===== config.mk =====
export PLATFORM = sky130hd
export DESIGN_NAME = ldpc_cnu_minsum
export DESIGN_NICKNAME = d
export VERILOG_FILES = /design/src/rtl/ldpc_cnu_minsum.sv
export SDC_FILE = /design/constraint.sdc
export NUM_CORES = 1
export LEC_CHECK = 0
export CORE_MARGIN = 3
export CORE_UTILIZATION = 33
export DETAILED_ROUTE_END_ITERATION = 7
export GPL_TIMING_DRIVEN = 0
export PLACE_DENSITY = 0.45
export REMOVE_ABC_BUFFERS = 1
export SYNTH_ARGS = -nofsm -noshare
export SYNTH_HDL_FRONTEND = slang
export SYNTH_SLANG_ARGS = --single-unit

===== constraint.sdc =====
create_clock -name clk -period 19.4 [get_ports clk]
set_input_delay 1.94 -clock clk [delete_from_list [all_inputs] [get_ports clk]]
set_output_delay 1.94 -clock clk [all_outputs]
set_load 0.005 [all_outputs]

===== src/rtl/ldpc_cnu_minsum.sv =====
// Min-sum check-node unit for LDPC decoding.
//
// Accepts one check row at a time: a start pulse latches the row degree, then
// `deg` variable-to-check messages arrive on vin (qualified by vin_vld, gaps
// allowed). The unit tracks the two smallest magnitudes, the position of the
// smallest, every input sign and the row parity. It then emits `deg`
// check-to-variable messages on consecutive cycles, scaled by 0.75.
//
// Ports
//   clk       - clock, all state on rising edge
//   reset     - synchronous active-high reset
//   start     - one-cycle pulse beginning a row (accepted in IDLE only)
//   deg       - row degree, sampled when start is accepted (must be >= 2)
//   vin_vld   - qualifies vin (used only while accumulating)
//   vin       - two's-complement input message
//   busy      - high from start acceptance through the last output beat
//   cout_vld  - qualifies cout / cout_idx
//   cout      - two's-complement output message
//   cout_idx  - position in the row of the current cout
//   done      - pulse with the last output beat
//   err       - pulse the cycle after a start with deg < 2
module ldpc_cnu_minsum #(
  parameter int unsigned D_WID = 8,
  parameter int unsigned DEG_W = 5
) (
  input  logic             clk,
  input  logic             reset,
  input  logic             start,
  input  logic [DEG_W-1:0] deg,
  input  logic             vin_vld,
  input  logic [D_WID-1:0] vin,
  output logic             busy,
  output logic             cout_vld,
  output logic [D_WID-1:0] cout,
  output logic [DEG_W-1:0] cout_idx,
  output logic             done,
  output logic             err
);

  localparam int unsigned NSig = 2 ** DEG_W;
  localparam logic [D_WID-1:0] MaxMag = {1'b0, {(D_WID-1){1'b1}}};
  localparam logic [D_WID-1:0] MinCode = {1'b1, {(D_WID-1){1'b0}}};
  localparam logic [DEG_W-1:0] DegOne = DEG_W'(1);
  localparam logic [DEG_W-1:0] DegTwo = DEG_W'(2);

  typedef enum logic [1:0] {StIdle, StAcc, StOut} state_e;

  state_e            state_q, state_d;
  logic [DEG_W-1:0]  deg_q, deg_d;
  logic [DEG_W-1:0]  cnt_q, cnt_d;
  logic [D_WID-1:0]  min1_q, min1_d;
  logic [D_WID-1:0]  min2_q, min2_d;
  logic [DEG_W-1:0]  idx1_q, idx1_d;
  logic              row_sign_q, row_sign_d;
  logic [NSig-1:0]   signs_q, signs_d;
  logic              busy_q, busy_d;
  logic              vld_q, vld_d;
  logic [D_WID-1:0]  cout_q, cout_d;
  logic [DEG_W-1:0]  idx_q, idx_d;
  logic              done_q, done_d;
  logic              err_q, err_d;

  logic              vin_sign;
  logic [D_WID-1:0]  vin_mag;
  logic              emit;
  logic [DEG_W-1:0]  out_sel;
  logic [D_WID-1:0]  out_m;
  logic [D_WID-1:0]  out_scaled;
  logic              out_sign;

  assign vin_sign = vin[D_WID-1];

  // The most-negative code has no positive counterpart; saturate it.
  always_comb begin
    vin_mag = vin;
    if (vin_sign) begin
      vin_mag = (vin == MinCode) ? MaxMag : (D_WID'(0) - vin);
    end
  end

  always_comb begin
    state_d    = state_q;
    deg_d      = deg_q;
    cnt_d      = cnt_q;
    min1_d     = min1_q;
    min2_d     = min2_q;
    idx1_d     = idx1_q;
    row_sign_d = row_sign_q;
    signs_d    = signs_q;
    vld_d      = 1'b0;
    done_d     = 1'b0;
    err_d      = 1'b0;
    cout_d     = cout_q;
    idx_d      = idx_q;
    emit       = 1'b0;
    out_sel    = '0;

    unique case (state_q)
      StIdle: begin
        if (start) begin
          if (deg >= DegTwo) begin
            deg_d      = deg;
            cnt_d      = '0;
            min1_d     = MaxMag;
            min2_d     = MaxMag;
            idx1_d     = '0;
            row_sign_d = 1'b0;
            signs_d    = '0;
            state_d    = StAcc;
          end else begin
            err_d = 1'b1;
          end
        end
      end
      StAcc: begin
        if (vin_vld) begin
          signs_d[cnt_q] = vin_sign;
          row_sign_d     = row_sign_q ^ vin_sign;
          cnt_d          = cnt_q + DegOne;
          if (vin_mag < min1_q) begin
            min2_d = min1_q;
            min1_d = vin_mag;
            idx1_d = cnt_q;
          end else if (vin_mag < min2_q) begin
            min2_d = vin_mag;
          end
          // Beat 0 is launched on the same edge as the last input, from the
          // freshly updated minima, so it appears the very next cycle.
          if (cnt_q == deg_q - DegOne) begin
            state_d = StOut;
            emit    = 1'b1;
            out_sel = '0;
          end
        end
      end
      StOut: begin
        if (idx_q == deg_q - DegOne) begin
          state_d = StIdle;
        end else begin
          emit    = 1'b1;
          out_sel = idx_q + DegOne;
        end
      end
      default: state_d = StIdle;
    endcase

    out_m      = (out_sel == idx1_d) ? min2_d : min1_d;
    out_scaled = out_m - (out_m >> 2);
    out_sign   = row_sign_d ^ signs_d[out_sel];

    if (emit) begin
      vld_d  = 1'b1;
      idx_d  = out_sel;
      cout_d = out_sign ? (D_WID'(0) - out_scaled) : out_scaled;
      done_d = (out_sel == deg_q - DegOne);
    end

    busy_d = (state_d != StIdle);
  end

  always_ff @(posedge clk) begin
    if (reset) begin
      state_q    <= StIdle;
      deg_q      <= '0;
      cnt_q      <= '0;
      min1_q     <= MaxMag;
      min2_q     <= MaxMag;
      idx1_q     <= '0;
      row_sign_q <= 1'b0;
      signs_q    <= '0;
      busy_q     <= 1'b0;
      vld_q      <= 1'b0;
      cout_q     <= '0;
      idx_q      <= '0;
      done_q     <= 1'b0;
      err_q      <= 1'b0;
    end else begin
      state_q    <= state_d;
      deg_q      <= deg_d;
      cnt_q      <= cnt_d;
      min1_q     <= min1_d;
      min2_q     <= min2_d;
      idx1_q     <= idx1_d;
      row_sign_q <= row_sign_d;
      signs_q    <= signs_d;
      busy_q     <= busy_d;
      vld_q      <= vld_d;
      cout_q     <= cout_d;
      idx_q      <= idx_d;
      done_q     <= done_d;
      err_q      <= err_d;
    end
  end

  assign busy     = busy_q;
  assign cout_vld = vld_q;
  assign cout     = cout_q;
  assign cout_idx = idx_q;
  assign done     = done_q;
  assign err      = err_q;

endmodule


Yosys cells after proc, flatten, opt, wreduce, memory -nomap -nowiden. Cells that the tools add are included.

Output and inout port bits: 17. Register bits: 83. Logic and storage cells: 100. Input bits: 17.

Equal/unequal tests: 10. Bitwise logic cells: 5. Reduce and logical (&&, ||, !) cells: 8. Add/subtract/negate cells: 6. $lt $le $gt $ge: 6. Multiplexer cells: 51.

Operator list (number): 8-bit 2-to-1 mux (13); 32-bit 2-to-1 mux (3); 32-bit case mux with 2 select lines (1); 5-bit 2-to-1 mux (9); 32-bit bitwise mux (1); 8-bit case mux with 2 select lines (2); 5-bit equality test (4); 5-bit case mux with 2 select lines (2); 8-bit less-than comparator (2); 1-bit by 8-bit subtractor with 8-bit output (first input constant) (2); 5-bit by 6-bit less-than comparator with 1-bit output (second input constant) (2); 5-bit by 1-bit adder with 5-bit output (second input constant) (2); 1-bit 2-to-1 mux (10); 2-bit 2-to-1 mux (5); 8-bit equality test (second input constant) (1); 8-bit by 6-bit subtractor with 8-bit output (1); 2-bit inequality test (second input constant) (3); 2-bit case mux with 3 select lines (1); 1-bit binary-select mux with 5-bit select (1); 1-bit demux with 5-bit select (1); 5-bit by 1-bit greater-or-equal comparator with 1-bit output (second input constant) (1); 5-bit by 2-bit greater-or-equal comparator with 1-bit output (second input constant) (1); 5-bit by 1-bit subtractor with 5-bit output (second input constant) (1); 1-bit case mux with 2 select lines (2); other kinds (11) (15).

Logic depth before layout (Yosys ltp). Gate-level depths: netlist of run 1.

Word-level depth: 12. Depth in mapped cells: 31. Mapped depth without buffers: 29.

Least setup slack after synthesis of run 1. Ideal clock, no wire load.

Path kind: in2reg. Start point: input vin[0]. End point: register cout_q[7] (netlist: cout[7]). Path slack: 11.499 ns. Data required time: 19.312 ns. Buffers on the path: 1. Setup time: 0.088 ns. Arrival: 7.813 ns. Stages: 25. Cell sequence: inv_1 ha_1 or4b_4 o211ai_1 o21a_1 ha_1 nand4_1 nor2_1 a2111oi_4 nand2_2 mux2_4 a22oi_2 xnor2_1 and4_4 buf_6 mux2_2 fa_1 xnor2_1 nand3_1 or3_1 or2_2 nor3_1 mux2i_1 a31o_1 a311oi_2.

Word-level cells in the longest chain between the ends: 12. Elaborated cells on any way between the ends: 21. Classes of those cells: add/sub (3); order compare (2); eq/ne (2); mux (14).

Ends and longest elaborated chain: from (decl) (line 31) `input logic [D_WID-1:0] vin,`; 1-bit by 8-bit subtractor with 8-bit output or 8-bit equality test (tied branches) (line 77) `vin_mag = (vin == MinCode) ? MaxMag : (D_WID'(0) - vin);`; 8-bit 2-to-1 mux (line 77); 8-bit 2-to-1 mux (*) (line 76) `if (vin_sign) begin`; 8-bit less-than comparator (on tied branches) (line 120, 124); 5-bit 2-to-1 mux or 8-bit 2-to-1 mux (tied branches) (line 120, 124); 5-bit 2-to-1 mux or 8-bit 2-to-1 mux (tied branches) (line 116, 120); 5-bit case mux with 2 select lines or 8-bit 2-to-1 mux (tied branches) (line 98, 116); 5-bit equality test or 8-bit case mux with 2 select lines (tied branches) (line 147, 98); 8-bit 2-to-1 mux (*) (line 147) `out_m = (out_sel == idx1_d) ? min2_d : min1_d;`; 8-bit by 6-bit subtractor with 8-bit output (*) (line 148) `out_scaled = out_m - (out_m >> 2);`; 1-bit by 8-bit subtractor with 8-bit output (line 154) `cout_d = out_sign ? (D_WID'(0) - out_scaled) : out_scaled;`; 8-bit 2-to-1 mux (*) (line 154); to (signal assigned) (line 188) `cout_q <= cout_d;`; to (decl) (line 58) `logic [D_WID-1:0] cout_q, cout_d;`.

Mark *: on every way between the ends. The rest lies on a longest branch, timed or not. A chain may end at the register's enable or synchronous reset.

Worst setup path after layout of run 1. Same ends and word-level chain as after synthesis.

==> results of run 1 <==
[metal layers]
metal	share of wire, %	wire, um
met5	0	0
met4	1.6	297
met3	3.8	699
met2	45	8150
met1	50	9030
[synth_stat cells (all sizes together), types with 16 or more instances]
cell type,n
nor2,119
dfxtp,83
nand2,51
a21oi,39
inv,36
clkbuf,35
mux2,33
a22oi,32
ha,32
o21ai,26
nand3,25
xnor2,23
buf,18
or2,18
mux2i,17
nor3,16
xor2,16
[final timing paths]
path	startpoint	cells past startpoint	to	slack, ns
setup reg to reg	state_q[1]	22	cout[7]	12.14
hold reg to reg	deg_q[1]	2	deg_q[1]	0.48
setup / recovery	vin[0]	28	cout[7]	10.08
hold / removal	deg_q[1]	2	deg_q[1]	0.48
[state kept, by name, indices dropped and copies added (netlist names), 2 cells and up]
register	cells
min1_q	8
cout_idx	5
state_q	2
deg_q	5
idx1_q	5
cnt_q	5
cout	8
min2_q	8
signs_q	32
[kinds of logic after synthesis]
logic type      Yosys count  synth area share [%]
buf+inv                  89                  6.25
xor+xnor                 40                  5.90
compound gates          187                  22.0
simple gates            295                  23.4
flops                    83                  26.8
mux                      50                  8.87
fa+ha+maj                33                  6.79
[metrics by stage]
stage               hold slack [ns]  cells  power, mW  setup slack, ns  instance area [um2]
finish                        0.475   1001      0.433            10.08                 6840
global route                  0.515   1001      0.456             9.54                 6840
CTS                           0.482   1001      0.437            10.06                 6840
detailed placement            0.474    987      0.275             9.71                 6580
global placement              0.474    986      0.273             8.84                 6560
floorplan                     0.443    724      0.242            11.42                 5940
[critical path, cell delays in order]
cell,delay [ns]
clkdlybuf4s50_1,0.44
inv_1,0.14
ha_1,0.20
or4b_4,0.51
nor2_1,0.11
o21ai_0,0.07
o21ai_0,0.30
ha_1,0.35
nand3_1,0.08
nor2_1,0.06
a2111oi_4,0.56
nand2_2,0.38
mux2_4,0.44
a22oi_2,0.22
xnor2_1,0.14
and4_4,0.40
mux2i_1,0.39
ha_1,0.25
inv_1,0.06
fa_1,0.40
xnor2_1,0.35
nand3_1,0.19
or3_1,0.47
or2_2,0.31
nor3_1,0.18
mux2i_1,0.14
a31o_1,0.24
a311oi_2,0.24
[power by group]
part / switching [mW] / total [mW] / leakage [nW] / internal, mW
Sequential: 0.00290 / 0.176 / 0.671 / 0.173
Combinational: 0.0618 / 0.0957 / 1.80 / 0.0339
Clock: 0.0723 / 0.161 / 0.128 / 0.0890
Total: 0.137 / 0.433 / 2.60 / 0.296
[final cells by class]
type / count / area (um2) / area share (%)
tap: 229 / 287 / 4.19
timing repair buffer: 34 / 350 / 5.12
clock buffer: 12 / 246 / 3.60
sequential: 83 / 1660 / 24.3
multi-input combinational: 605 / 4140 / 60.6
clock inverter: 2 / 13.8 / 0.201
inverter: 36 / 135 / 1.98
==> impl_metrics.env, run 1 <==
export IMPL_mostFrequentLayoutCells="nor2_1, dfxtp_1, nand2_1"
export IMPL_layout_nets=819
export IMPL_grt_pass1_vias=5517
export IMPL_cp_data_required_time_ns=19.66
export IMPL_ys_seq_area_share_pct=26.8
export IMPL_power_density_nw_per_um2=63.3
export IMPL_worstSetupPathType="primary input to flip-flop"
export IMPL_top_usage_layer="met2"
export IMPL_timing_fmax_ghz=0.107
export IMPL_antenna_found_initial=0
export IMPL_dp_hpwl_um=12600
export IMPL_place_port_buffers=33
export IMPL_avgViaCountPerCell=5.60
export IMPL_hold_violations=0
export IMPL_async_flop_share_pct=0
export IMPL_synth_cells=777
export IMPL_ant_nets=0
export IMPL_slew_headroom_pct=16.9
export IMPL_grt_use_met2_pct=28.5
export IMPL_syn_to_final_growth_pct=10.5
export IMPL_clock_skew_ns=0.00991
export IMPL_first_iter_violations=294
export IMPL_cts_buffers=9
export IMPL_nFillCells=1836
export IMPL_layout_drive_gt1_share_pct=10.5
export IMPL_maxSlewViolCount=0
export IMPL_max_cap_violations=0
export IMPL_wl_per_cell_um=18.2
export IMPL_yosys_most_used_dff="dfxtp_1"
export IMPL_min_period_ns=9.32
export IMPL_drtPass1Iterations=5
export IMPL_cts_root_buf="clkbuf_16"
export IMPL_insertion_delay_ns=0.35
export IMPL_ir_drop_v=0.0000397
export IMPL_cp_arrival_ns=9.59
export IMPL_syn_area_um2=6190
export IMPL_cts_clk_slew_worst_paths_ns=0.06
export IMPL_yosysTopAreaCell="dfxtp_1"
export IMPL_grtUsageMet1_pct=26.0
export IMPL_crit_path_end_kind="flip-flop"
export IMPL_rsz0062_at_grt="false"
export IMPL_power_leakage_nw=2.60
export IMPL_grt_max_degree=87
export IMPL_ys_top_cells_by_area="dfxtp_1, nor2_1, ha_1"
export IMPL_synthDistinctLibCells=76
export IMPL_synth_edf_count=0
export IMPL_initial_core_util_pct=34.0
export IMPL_ys_warn_count=0
export IMPL_critPathLaunchType="primary input"
export IMPL_wl_um=18200
export IMPL_htreeDepth=3
export IMPL_cts_sinks=83
export IMPL_core_area_um2=18200
export IMPL_synth_seq_cells=83
export IMPL_met3_usage_pct=2.44
export IMPL_setup_viol=0
export IMPL_gp_congestion=0.825
export IMPL_status="finished, final reports clean"
export IMPL_overflow=0
export IMPL_antenna_diode_count=0
export IMPL_io_pins=34
export IMPL_dieArea_um2=20400
export IMPL_hold_class="flip-flop to flip-flop"
export IMPL_vias=5602
export IMPL_finalSetupTns_ns=0
export IMPL_clock_path_buffers=2
export IMPL_period_share_pct=48.1
export IMPL_drc=0
export IMPL_worstPathMaxFanout=15
export IMPL_cts_tree="built"
export IMPL_cts_resized=0
export IMPL_globalRouteTotalUtil_pct=18.2
export IMPL_cts_setup_buffers=0
export IMPL_holdBufCountCts=0
export IMPL_final_common_cell="nor2_1"
export IMPL_yosysTopAreaCellShare_pct=26.8
export IMPL_final_util_pct=37.6
export IMPL_num_rows=49
export IMPL_die_w_um=143
export IMPL_grt_pass1_wl_um=29600
export IMPL_die_y_um=143
export IMPL_tightest_slew_ns=1.24
export IMPL_synth_area_per_cell_um2=7.97
(Power assumes the default switching activity.)
==> inputs of run 2 (changes only) <==
- PLACE_DENSITY: 0.45 -> 0.47
- clock period: 19.4 -> 8.2 ns (I/O delays scaled with it)
==> run 2 against run 1 <==
Combinational power grew 140%; worst hold slack gained 0.0031 ns; cell area grew 1.6%; largest power group is now the clock network; setup slack lost 9.6 ns; via count shrank 0.16%; highest routed layer unchanged; cell count grew 0.50%; largest cell class unchanged.
==> impl_metrics.env, run 2 (same netlist as run 1, synthesis figures left out) <==
export IMPL_place_port_buffers=33
export IMPL_syn_to_final_growth_pct=12.2
export IMPL_final_common_cell="nor2_1"
export IMPL_globalRouteTotalUtil_pct=17.7
export IMPL_largest_register_ffs=32
export IMPL_cts_tree="built"
export IMPL_min_period_ns=7.73
export IMPL_antenna_diode_count=0
export IMPL_drtPass1Iterations=5
export IMPL_dieArea_um2=20400
export IMPL_antenna_found_initial=0
export IMPL_final_util_pct=38.2
export IMPL_timing_fmax_ghz=0.129
export IMPL_clock_skew_ns=0.00563
export IMPL_clkPwrFrac_pct=41.6
export IMPL_grt_max_degree=87
export IMPL_nFillCells=1849
export IMPL_top_register="signs_q"
export IMPL_gp_congestion=0.816
export IMPL_hold_violations=0
export IMPL_crit_path_end_kind="flip-flop"
export IMPL_io_pins=34
export IMPL_hold_ws_ns=0.478
export IMPL_grt_pass1_vias=5400
export IMPL_avgViaCountPerCell=5.56
export IMPL_ir_drop_v=0.0000806
export IMPL_core_area_um2=18200
export IMPL_grt_pass1_wl_um=28700
export IMPL_tightest_slew_ns=1.23
export IMPL_die_y_um=143
export IMPL_comb_power_share_pct=20.8
export IMPL_num_rows=49
export IMPL_cp_arrival_ns=7.99
export IMPL_critical_path_most_common_cell="ha_1"
export IMPL_overflow=0
export IMPL_worstPathMaxFanout=15
export IMPL_status="finished, final reports clean"
export IMPL_dp_hpwl_um=12300
export IMPL_maxSlewViolCount=0
export IMPL_switchingPower_mw=0.330
export IMPL_holdBufCountCts=0
export IMPL_pwr_share_seq_pct=37.7
export IMPL_max_cap_violations=0
export IMPL_cpPeakStageDelay_ns=0.51
export IMPL_power_density_nw_per_um2=159
export IMPL_mostFrequentLayoutCells="nor2_1, dfxtp_1, nand2_1"
export IMPL_final_cell_area_um2=6950
export IMPL_cts_clk_slew_worst_paths_ns=0.06
export IMPL_cts_sinks=83
export IMPL_hold_path_depth=2
export IMPL_wl_um=17700
export IMPL_wl_per_cell_um=17.6
export IMPL_cp_data_required_time_ns=8.46
export IMPL_drc=0
export IMPL_initial_core_util_pct=34.0
export IMPL_layout_nets=822
export IMPL_p_sw_share_pct=29.9
export IMPL_htreeDepth=3
export IMPL_hold_class="flip-flop to flip-flop"
export IMPL_layout_drive_gt1_share_pct=11.5
export IMPL_cts_root_buf="clkbuf_16"
export IMPL_period_share_pct=94.2
export IMPL_setup_viol=0
export IMPL_slew_headroom_pct=17.9
export IMPL_die_w_um=143
export IMPL_intPower_mw=0.774
export IMPL_worstSetupPathType="primary input to flip-flop"
export IMPL_worstRegToRegCells=24
export IMPL_critPathLaunchType="primary input"
export IMPL_placed_area_um2=6580
export IMPL_first_iter_violations=409
export IMPL_ant_nets=0
export IMPL_cts_buffers=9
export IMPL_insertion_delay_ns=0.35
export IMPL_crit_slowest_cell="or4b_4"
export IMPL_clock_path_buffers=2
export IMPL_power_leakage_nw=2.65
export IMPL_vias=5593
## run 2: final timing paths
kind / slack (ns) / to / startpoint
max: 0.47 / cout[7] / vin[0]
max reg2reg: 1.02 / cout[7] / state_q[1]
min reg2reg: 0.48 / deg_q[1] / deg_q[1]
min: 0.48 / deg_q[1] / deg_q[1]
## run 2: power by group through the flow
stage | clock [mW] | combinational (mW) | sequential [mW]
global placement | 0 | 0.219 | 0.425
global route | 0.488 | 0.255 | 0.416
CTS | 0.472 | 0.226 | 0.416
detailed placement | 0 | 0.224 | 0.425
finish | 0.459 | 0.229 | 0.416
floorplan | 0 | 0.150 | 0.423
## run 2: area by class of cell
class	count	area, um2	area share, %
Timing Repair Buffer	37	375	5.40
Inverter	36	135	1.94
Tap cell	229	287	4.12
Clock inverter	4	72.6	1.04
Multi-Input combinational cell	605	4160	59.9
Clock buffer	12	256	3.69
Sequential cell	83	1660	23.9
## run 2: layer usage
layer / vias up / track usage, % / share of wire [%]
met1: 2699 / 24.7 / 49
met5: - / 0 / 0
li1: 2774 / - / -
met3: 27 / 2.88 / 3.7
met4: 0 / 5.80 / 1.9
met2: 93 / 27.8 / 45
## run 2: through the flow
step	power, mW	setup TNS, ns	instances	setup slack (ns)
floorplan	0.573	0	724	1.34
global placement	0.643	-2.45	986	-1.26
detailed placement	0.649	-0.352	987	-0.352
CTS	1.11	0	1003	0.0394
global route	1.16	-0.0332	1006	-0.0332
finish	1.10	0	1006	0.473
## run 2: repair_timing
item | CTS | global route
pin swaps | 0 | 1
endpoints found under the hold margin | 0 | 0
endpoints found under the setup margin | 1 | 1
cloned | 0 | 0
resized for setup | 1 | 3
buffers inserted | 0 | 3
## run 2: critical path: cells and delay by family
kind | cells | cell delay [ns]
buffers and inverters | 4 | 0.85
XOR/XNOR | 2 | 0.31
adder cells (fa/ha/maj) | 4 | 1.13
AO/OA/AOI/OAI | 8 | 1.66
multiplexers | 3 | 0.88
AND/OR/NAND/NOR | 9 | 2.32
==> inputs of run 3 (changes only) <==
- CTS_CLUSTER_SIZE: not set -> 8
==> results of run 3 <==
No change in the layout: final DEF, timing and power equal those of run 2.
